### config.mk
export PLATFORM = sky130hd
export DESIGN_NAME = matmul_seq_ctrl
export DESIGN_NICKNAME = d
export VERILOG_FILES = /design/src/rtl/matmul_seq_pkg.sv /design/src/rtl/matmul_seq_cnt.sv /design/src/rtl/matmul_seq_ctrl.sv
export SDC_FILE = /design/constraint.sdc
export NUM_CORES = 1
export LEC_CHECK = 0
export CAP_MARGIN = 20
export CORE_MARGIN = 3
export CORE_UTILIZATION = 32
export CTS_BUF_LIST = sky130_fd_sc_hd__clkbuf_4 sky130_fd_sc_hd__clkbuf_8
export CTS_CLUSTER_SIZE = 8
export DETAILED_ROUTE_END_ITERATION = 8
export PLACE_DENSITY = 0.56
export SLEW_MARGIN = 0
export SYNTH_ARGS = -nofsm -noshare
export SYNTH_HDL_FRONTEND = slang
export SYNTH_HIERARCHICAL = 1
export SYNTH_SLANG_ARGS = --single-unit
### constraint.sdc
create_clock -name clk -period 1.8 [get_ports clk]
set_input_delay 0.45 -clock clk [delete_from_list [all_inputs] [get_ports clk]]
set_output_delay 0.45 -clock clk [all_outputs]
set_load 0.05 [all_outputs]
### src/rtl/matmul_seq_pkg.sv
// Shared definitions for the matrix-vector sequencer: state encoding and counter-width helper.
// Holds no logic, so there is no latency or backpressure here.
package matmul_seq_pkg;

   typedef enum logic [2:0] {
      ST_IDLE  = 3'd0,
      ST_LOAD  = 3'd1,
      ST_MULT  = 3'd2,
      ST_WRITE = 3'd3,
      ST_DONE  = 3'd4
   } state_t;

   // Minimum width able to hold 0..n-1, never narrower than one bit.
   function automatic int cnt_width(input int n);
      return (n <= 2) ? 1 : $clog2(n);
   endfunction

endpackage

### src/rtl/matmul_seq_cnt.sv
// Terminal counter with clear, load and increment; increment saturates at TERM.
// Latency 1 cycle from control to count; there is no backpressure, the parent gates inc.
module matmul_seq_cnt #(
   parameter int W    = 3,
   parameter int TERM = 7
) (
   input  logic         clk,
   input  logic         rst,
   input  logic         clr,
   input  logic         ld,
   input  logic [W-1:0] ld_val,
   input  logic         inc,
   output logic [W-1:0] count,
   output logic         at_terminal
);

   assign at_terminal = (count == W'(TERM));

   always_ff @(posedge clk or negedge rst) begin
      if (!rst) begin
         count <= '0;
      end else if (clr) begin
         count <= '0;
      end else if (ld) begin
         count <= ld_val;
      end else if (inc && !at_terminal) begin
         count <= count + W'(1);
      end
   end

endmodule

### src/rtl/matmul_seq_ctrl.sv
// Sequencer for the matrix-vector datapath: load, N_MAC accumulates, write-back per column, N_COL columns.
// Outputs decode from registered state; it waits on the load-done and ram_done handshakes; abort wins over all.
module matmul_seq_ctrl
   import matmul_seq_pkg::*;
#(
   parameter int N_COL  = 4,
   parameter int N_MAC  = 8,
   parameter int ADDR_W = cnt_width(N_COL),
   parameter int CNT_W  = cnt_width(N_MAC)
) (
   input  logic              clk,
   input  logic              rst,
   input  logic              start_in,
   input  logic              abort_in,
   input  logic              reload_per_col,
   input  logic              xload_done,
   input  logic              aload_done,
   input  logic              ram_done,
   output logic              input_load_en,
   output logic              rom_start,
   output logic              alu_en,
   output logic              alu_clr,
   output logic              web,
   output logic [ADDR_W-1:0] ram_addr,
   output logic              busy,
   output logic              finish
);

   state_t            state, state_nxt;
   logic              x_seen, a_seen, load_first;
   logic              enter_load, abort_act;
   logic              mac_clr, mac_inc, col_clr, col_inc;
   logic [CNT_W-1:0]  mac_cnt;
   logic              mac_term;
   logic [ADDR_W-1:0] col_idx;
   logic              col_term;

   assign abort_act = abort_in && (state != ST_IDLE);

   always_comb begin
      state_nxt  = state;
      enter_load = 1'b0;
      mac_clr    = 1'b0;
      mac_inc    = 1'b0;
      col_clr    = 1'b0;
      col_inc    = 1'b0;
      case (state)
         ST_IDLE: begin
            if (start_in) begin
               state_nxt  = ST_LOAD;
               enter_load = 1'b1;
               col_clr    = 1'b1;
            end
         end
         ST_LOAD: begin
            if ((x_seen || xload_done) && (a_seen || aload_done)) begin
               state_nxt = ST_MULT;
            end
         end
         ST_MULT: begin
            mac_inc = 1'b1;
            if (mac_term) begin
               state_nxt = ST_WRITE;
               mac_clr   = 1'b1;
            end
         end
         ST_WRITE: begin
            if (ram_done) begin
               if (col_term) begin
                  state_nxt = ST_DONE;
               end else begin
                  col_inc = 1'b1;
                  if (reload_per_col) begin
                     state_nxt  = ST_LOAD;
                     enter_load = 1'b1;
                  end else begin
                     state_nxt = ST_MULT;
                  end
               end
            end
         end
         ST_DONE: begin
            state_nxt = ST_IDLE;
            col_clr   = 1'b1;
         end
         default: state_nxt = ST_IDLE;
      endcase
      // Abort overrides whatever the state wanted, including a same-cycle ram_done.
      if (abort_act) begin
         state_nxt  = ST_IDLE;
         enter_load = 1'b0;
         mac_inc    = 1'b0;
         col_inc    = 1'b0;
         mac_clr    = 1'b1;
         col_clr    = 1'b1;
      end
   end

   always_ff @(posedge clk or negedge rst) begin
      if (!rst) begin
         state <= ST_IDLE;
      end else begin
         state <= state_nxt;
      end
   end

   // Done inputs may be single-cycle pulses, so each is remembered until the pair is complete.
   always_ff @(posedge clk or negedge rst) begin
      if (!rst) begin
         x_seen     <= 1'b0;
         a_seen     <= 1'b0;
         load_first <= 1'b0;
      end else begin
         load_first <= enter_load;
         if (enter_load) begin
            x_seen <= 1'b0;
            a_seen <= 1'b0;
         end else if (state == ST_LOAD) begin
            x_seen <= x_seen || xload_done;
            a_seen <= a_seen || aload_done;
         end
      end
   end

   matmul_seq_cnt #(.W(CNT_W), .TERM(N_MAC - 1)) u_mac_cnt (
      .clk         (clk),
      .rst         (rst),
      .clr         (mac_clr),
      .ld          (1'b0),
      .ld_val      ('0),
      .inc         (mac_inc),
      .count       (mac_cnt),
      .at_terminal (mac_term)
   );

   matmul_seq_cnt #(.W(ADDR_W), .TERM(N_COL - 1)) u_col_cnt (
      .clk         (clk),
      .rst         (rst),
      .clr         (col_clr),
      .ld          (1'b0),
      .ld_val      ('0),
      .inc         (col_inc),
      .count       (col_idx),
      .at_terminal (col_term)
   );

   assign input_load_en = (state == ST_LOAD);
   assign rom_start     = (state == ST_LOAD) && load_first;
   assign alu_en        = (state == ST_MULT);
   assign alu_clr       = (state == ST_MULT) && (mac_cnt == '0);
   assign web           = (state != ST_WRITE);
   assign ram_addr      = col_idx;
   assign busy          = (state != ST_IDLE);
   assign finish        = (state == ST_DONE);

endmodule

==> summary.txt <==
Run status
  • Outcome: finished with violations
  • Failing checks: setup timing

Clocking
  • Clk root buf: clkbuf_4
  • Clock sink count: 11
  • Clock Path Buffers: 2
  • TritonCTS clock tree: built
  • Worst-path clk slew: 0.08 ns
  • CTS Buf Count: 3
  • Latest clock arrival within the worst-skew pair: 0.27 ns
  • H-Tree Depth: 1
  • Hold_buf cts: 0

Critical path
  • Flop-to-flop setup slack: 0.12 ns
  • Crit-path max FO: 4
  • Worst r2r dst: u_col_cnt/count[1]$_DFFE_PN0P_
  • R2r startpoint: state[2]$_DFFE_PN0P_
  • R2r worst-path depth: 6
  • Crit Path Category: reg -> out
  • Critical path required time: 1.35 ns
  • CP max-delay cell: dfrtp_2
  • Critical Path AT: 1.40 ns
  • CP Launch Point: state[2]$_DFFE_PN0P_
  • Worst-path cell chain: and2b_2, nor2b_4, and2_4, buf_12
  • Startpoint Class: register
  • CP Buf/Inv Count: 1
  • Crit end category: output pin
  • Max incr delay on CP: 0.44 ns
  • Cell family with most CP delay: simple AND/OR/NAND/NOR gates

GRT
  • Largest net degree at the start of global routing: 12
  • Total grt overflow: 0
  • First-pass GRT wire length: 3.215 mm
  • Initial antenna violation count: 0
  • Vias in the first global route: 715
  • Total GRT Usage: 12.87%

Cells and area
  • Most frequent cells in the layout: buf_4 (16), conb_1 (11), nor2_1 (9)
  • FF+latch area: 281.5 um2
  • Final nets: 133
  • # fillers: 207
  • Most common cell after layout, fill and taps aside: buf_4
  • Multi-input logic area: 528.0 um2
  • Share of cells above drive strength 1: 41.32%
  • P&R area growth vs syn: 53.64%
  • Ant diodes: 0

Placement
  • Final HPWL DP: 1.422 mm
  • Dpl ws: -0.2437 ns
  • Port-buffer cells: 16
  • GPL Wtd Cong: 0.8455

Worst hold path
  • Hold Crit Start: a_seen$_DFFE_PN0P_
  • Worst min path class: reg -> reg
  • Hold-critical path depth: 2
  • Worst Hold Path EP: a_seen$_DFFE_PN0P_

Yosys
  • Register area share after synthesis: 34.81%
  • Synthesized instance count: 81
  • Synthesis-stage register bit count: 11
  • Synth unique cells: 35
  • Warnings, synthesis: 6
  • Syn Area/Cell: 9.762 um2
  • Post-Syn Area: 790.8 um2

Floorplanning
  • Top Ports: 17
  • Die X: 55.71 um
  • Site Rows: 17
  • Die height: 55.71 um
  • Die ar.: 0.003104 mm2
  • Total core area: 0.002276 mm2
  • Initial core utilization: 34.74%

Job
  • Max-Cap Viols: 0

STA
  • Worst slew pin tran: 0.5531 ns
  • Worst Skew: 0.01041 ns
  • Fin. max-slew vios: 0
  • Fmax: 539.9 MHz
  • Setup-failing EPs final: 5
  • Worst hold slack: 0.5016 ns
  • Post-route setup slack: -0.05221 ns
  • Fin crit period: 1.852 ns
  • RSZ-0062 raised after global routing: yes
  • Relative slew slack: 63.01%
  • Fin crit share: 102.9%
  • Hold Vio Cnt, Final: 0
  • Setup_tns: -0.1522 ns

Routing
  • Drt total wl: 1.871 mm
  • First DRT Iteration DRCs: 6
  • Via-to-Cell Ratio: 4.638
  • Vias: 691
  • DR pass1 iterations: 3
  • Drc violations: 0
  • Antenna Violating Nets Remaining: 0
  • WL/cell: 12.56 um

Pwr
  • Reg power frac: 26.1%
  • Leakage: 0.0005451 uW
  • P_int: 1001 uW
  • Switching pwr: 843.2 uW
  • Clock share of power: 10.3%
  • Combinational power share: 63.6%
  • Sw Share: 45.72%
  • PwrDens: 1518 mW/mm2
  • Max VDD drop: 1.140 mV
## state kept, by name (all words and copies together) (netlist names)
register,flops
a_seen,1
load_first,1
state,3
u_col_cnt/count,2
u_mac_cnt/count,3
x_seen,1
## layout make-up
type | instances | area share, %
clock buffer | 4 | 2.472
tap | 28 | 2.884
timing repair buffer | 29 | 25.54
inverter | 8 | 2.472
multi-input combinational | 69 | 43.46
sequential | 11 | 23.17
## power groups by stage
stage                     sequential (uW)  combinational [uW]  clock [uW]
after detailed placement              478                1110           0
after CTS                             474                1170         199
after global placement                475                1100           0
final                                 481                1170         191
after floorplan                       491                 689           0
after global routing                  499                1270         211
## kinds of logic (layout without fill, tap and decap cells)
logic type	Yosys count	in the layout	share of synthesized area, %
AO/OA/AOI/OAI	21	21	21.36
XOR/XNOR	2	2	2.216
adder cells (fa/ha/maj)	3	3	4.747
buffers and inverters	11	41	6.804
flip-flops	11	11	34.81
other	1	11	0.4742
AND/OR/NAND/NOR	32	32	29.59
## synthesized netlist by cell type
| library cell | instances | share of area (%) |
|---|---|---|
| a2111oi_2 | 3 | 5.7 |
| a21oi_1 | 8 | 5.1 |
| a22o_1 | 1 | 1.1 |
| a22o_4 | 1 | 2.2 |
| a31oi_1 | 1 | 0.79 |
| and2_1 | 1 | 0.79 |
| and2_2 | 1 | 0.95 |
| and2b_2 | 1 | 1.1 |
| buf_2 | 1 | 0.63 |
| buf_4 | 1 | 0.95 |
| buf_6 | 1 | 1.4 |
| conb_1 | 1 | 0.47 |
| dfrtp_1 | 11 | 35 |
| ha_1 | 3 | 4.7 |
| inv_1 | 8 | 3.8 |
| nand2_1 | 4 | 1.9 |
| nand2b_4 | 1 | 1.7 |
| nand3_1 | 1 | 0.63 |
| nand3b_4 | 1 | 2.5 |
| nor2_1 | 9 | 4.3 |
| nor2b_4 | 2 | 3.5 |
| nor3_1 | 4 | 2.5 |
| nor3b_1 | 2 | 1.9 |
| nor3b_2 | 2 | 3.2 |
| nor4_1 | 1 | 0.79 |
| nor4_4 | 1 | 2.7 |
| nor4b_1 | 1 | 1.1 |
| o211ai_1 | 1 | 0.95 |
| o211ai_2 | 1 | 1.6 |
| o21a_1 | 2 | 1.9 |
| o21ai_0 | 1 | 0.63 |
| o21ai_1 | 1 | 0.63 |
| o22ai_1 | 1 | 0.79 |
| xnor2_1 | 1 | 1.1 |
| xor2_1 | 1 | 1.1 |
## worst reg2reg max path: cells and delay by family, from the launching register on
kind	cells	cell delay [ns]
AO/OA/AOI/OAI	1	0.35
flip-flops	1	0.44
buffers and inverters	1	0.16
AND/OR/NAND/NOR	4	0.60
## metal layers
layer  track usage (%)  part of all wire, %  vias to the layer above
li1                  -                    -                      355
met1             16.41                   48                      325
met2             21.79                   48                        9
met3             4.408                  3.3                        2
met4             1.042                 0.32                        0
met5                 0                    0                        -
## worst max path at each step
stage                     slack (ns)  cells past startpoint                        endpoint
after floorplan                 0.04                      5  u_col_cnt/count[1]$_DFFE_PN0P_
after global placement         -0.13                      5  u_col_cnt/count[1]$_DFFE_PN0P_
after detailed placement       -0.24                      5  u_col_cnt/count[1]$_DFFE_PN0P_
after CTS                      -0.05                      4                       rom_start
after global routing           -0.12                      4                         alu_clr
final                          -0.05                      4                       rom_start
## timing repair
item / 4_1_cts / 5_1_grt
pin swaps: 1 / 0
setup endpoints to repair: 6 / 6
gates resized for setup: 4 / 2
setup buffers: 4 / 1
## through the flow
stage / cell area (um2) / total power, uW / util, % / cells
after floorplan: 849.6 / 1180 / - / 91
after global placement: 1134 / 1574 / 49.81 / 140
final: 1215 / 1844 / 53.38 / 149
after detailed placement: 1134 / 1585 / 49.81 / 140
after CTS: 1200 / 1843 / 52.72 / 148
after global routing: 1215 / 1984 / 53.38 / 149
No activity file was read; power rests on OpenSTA's default activity.
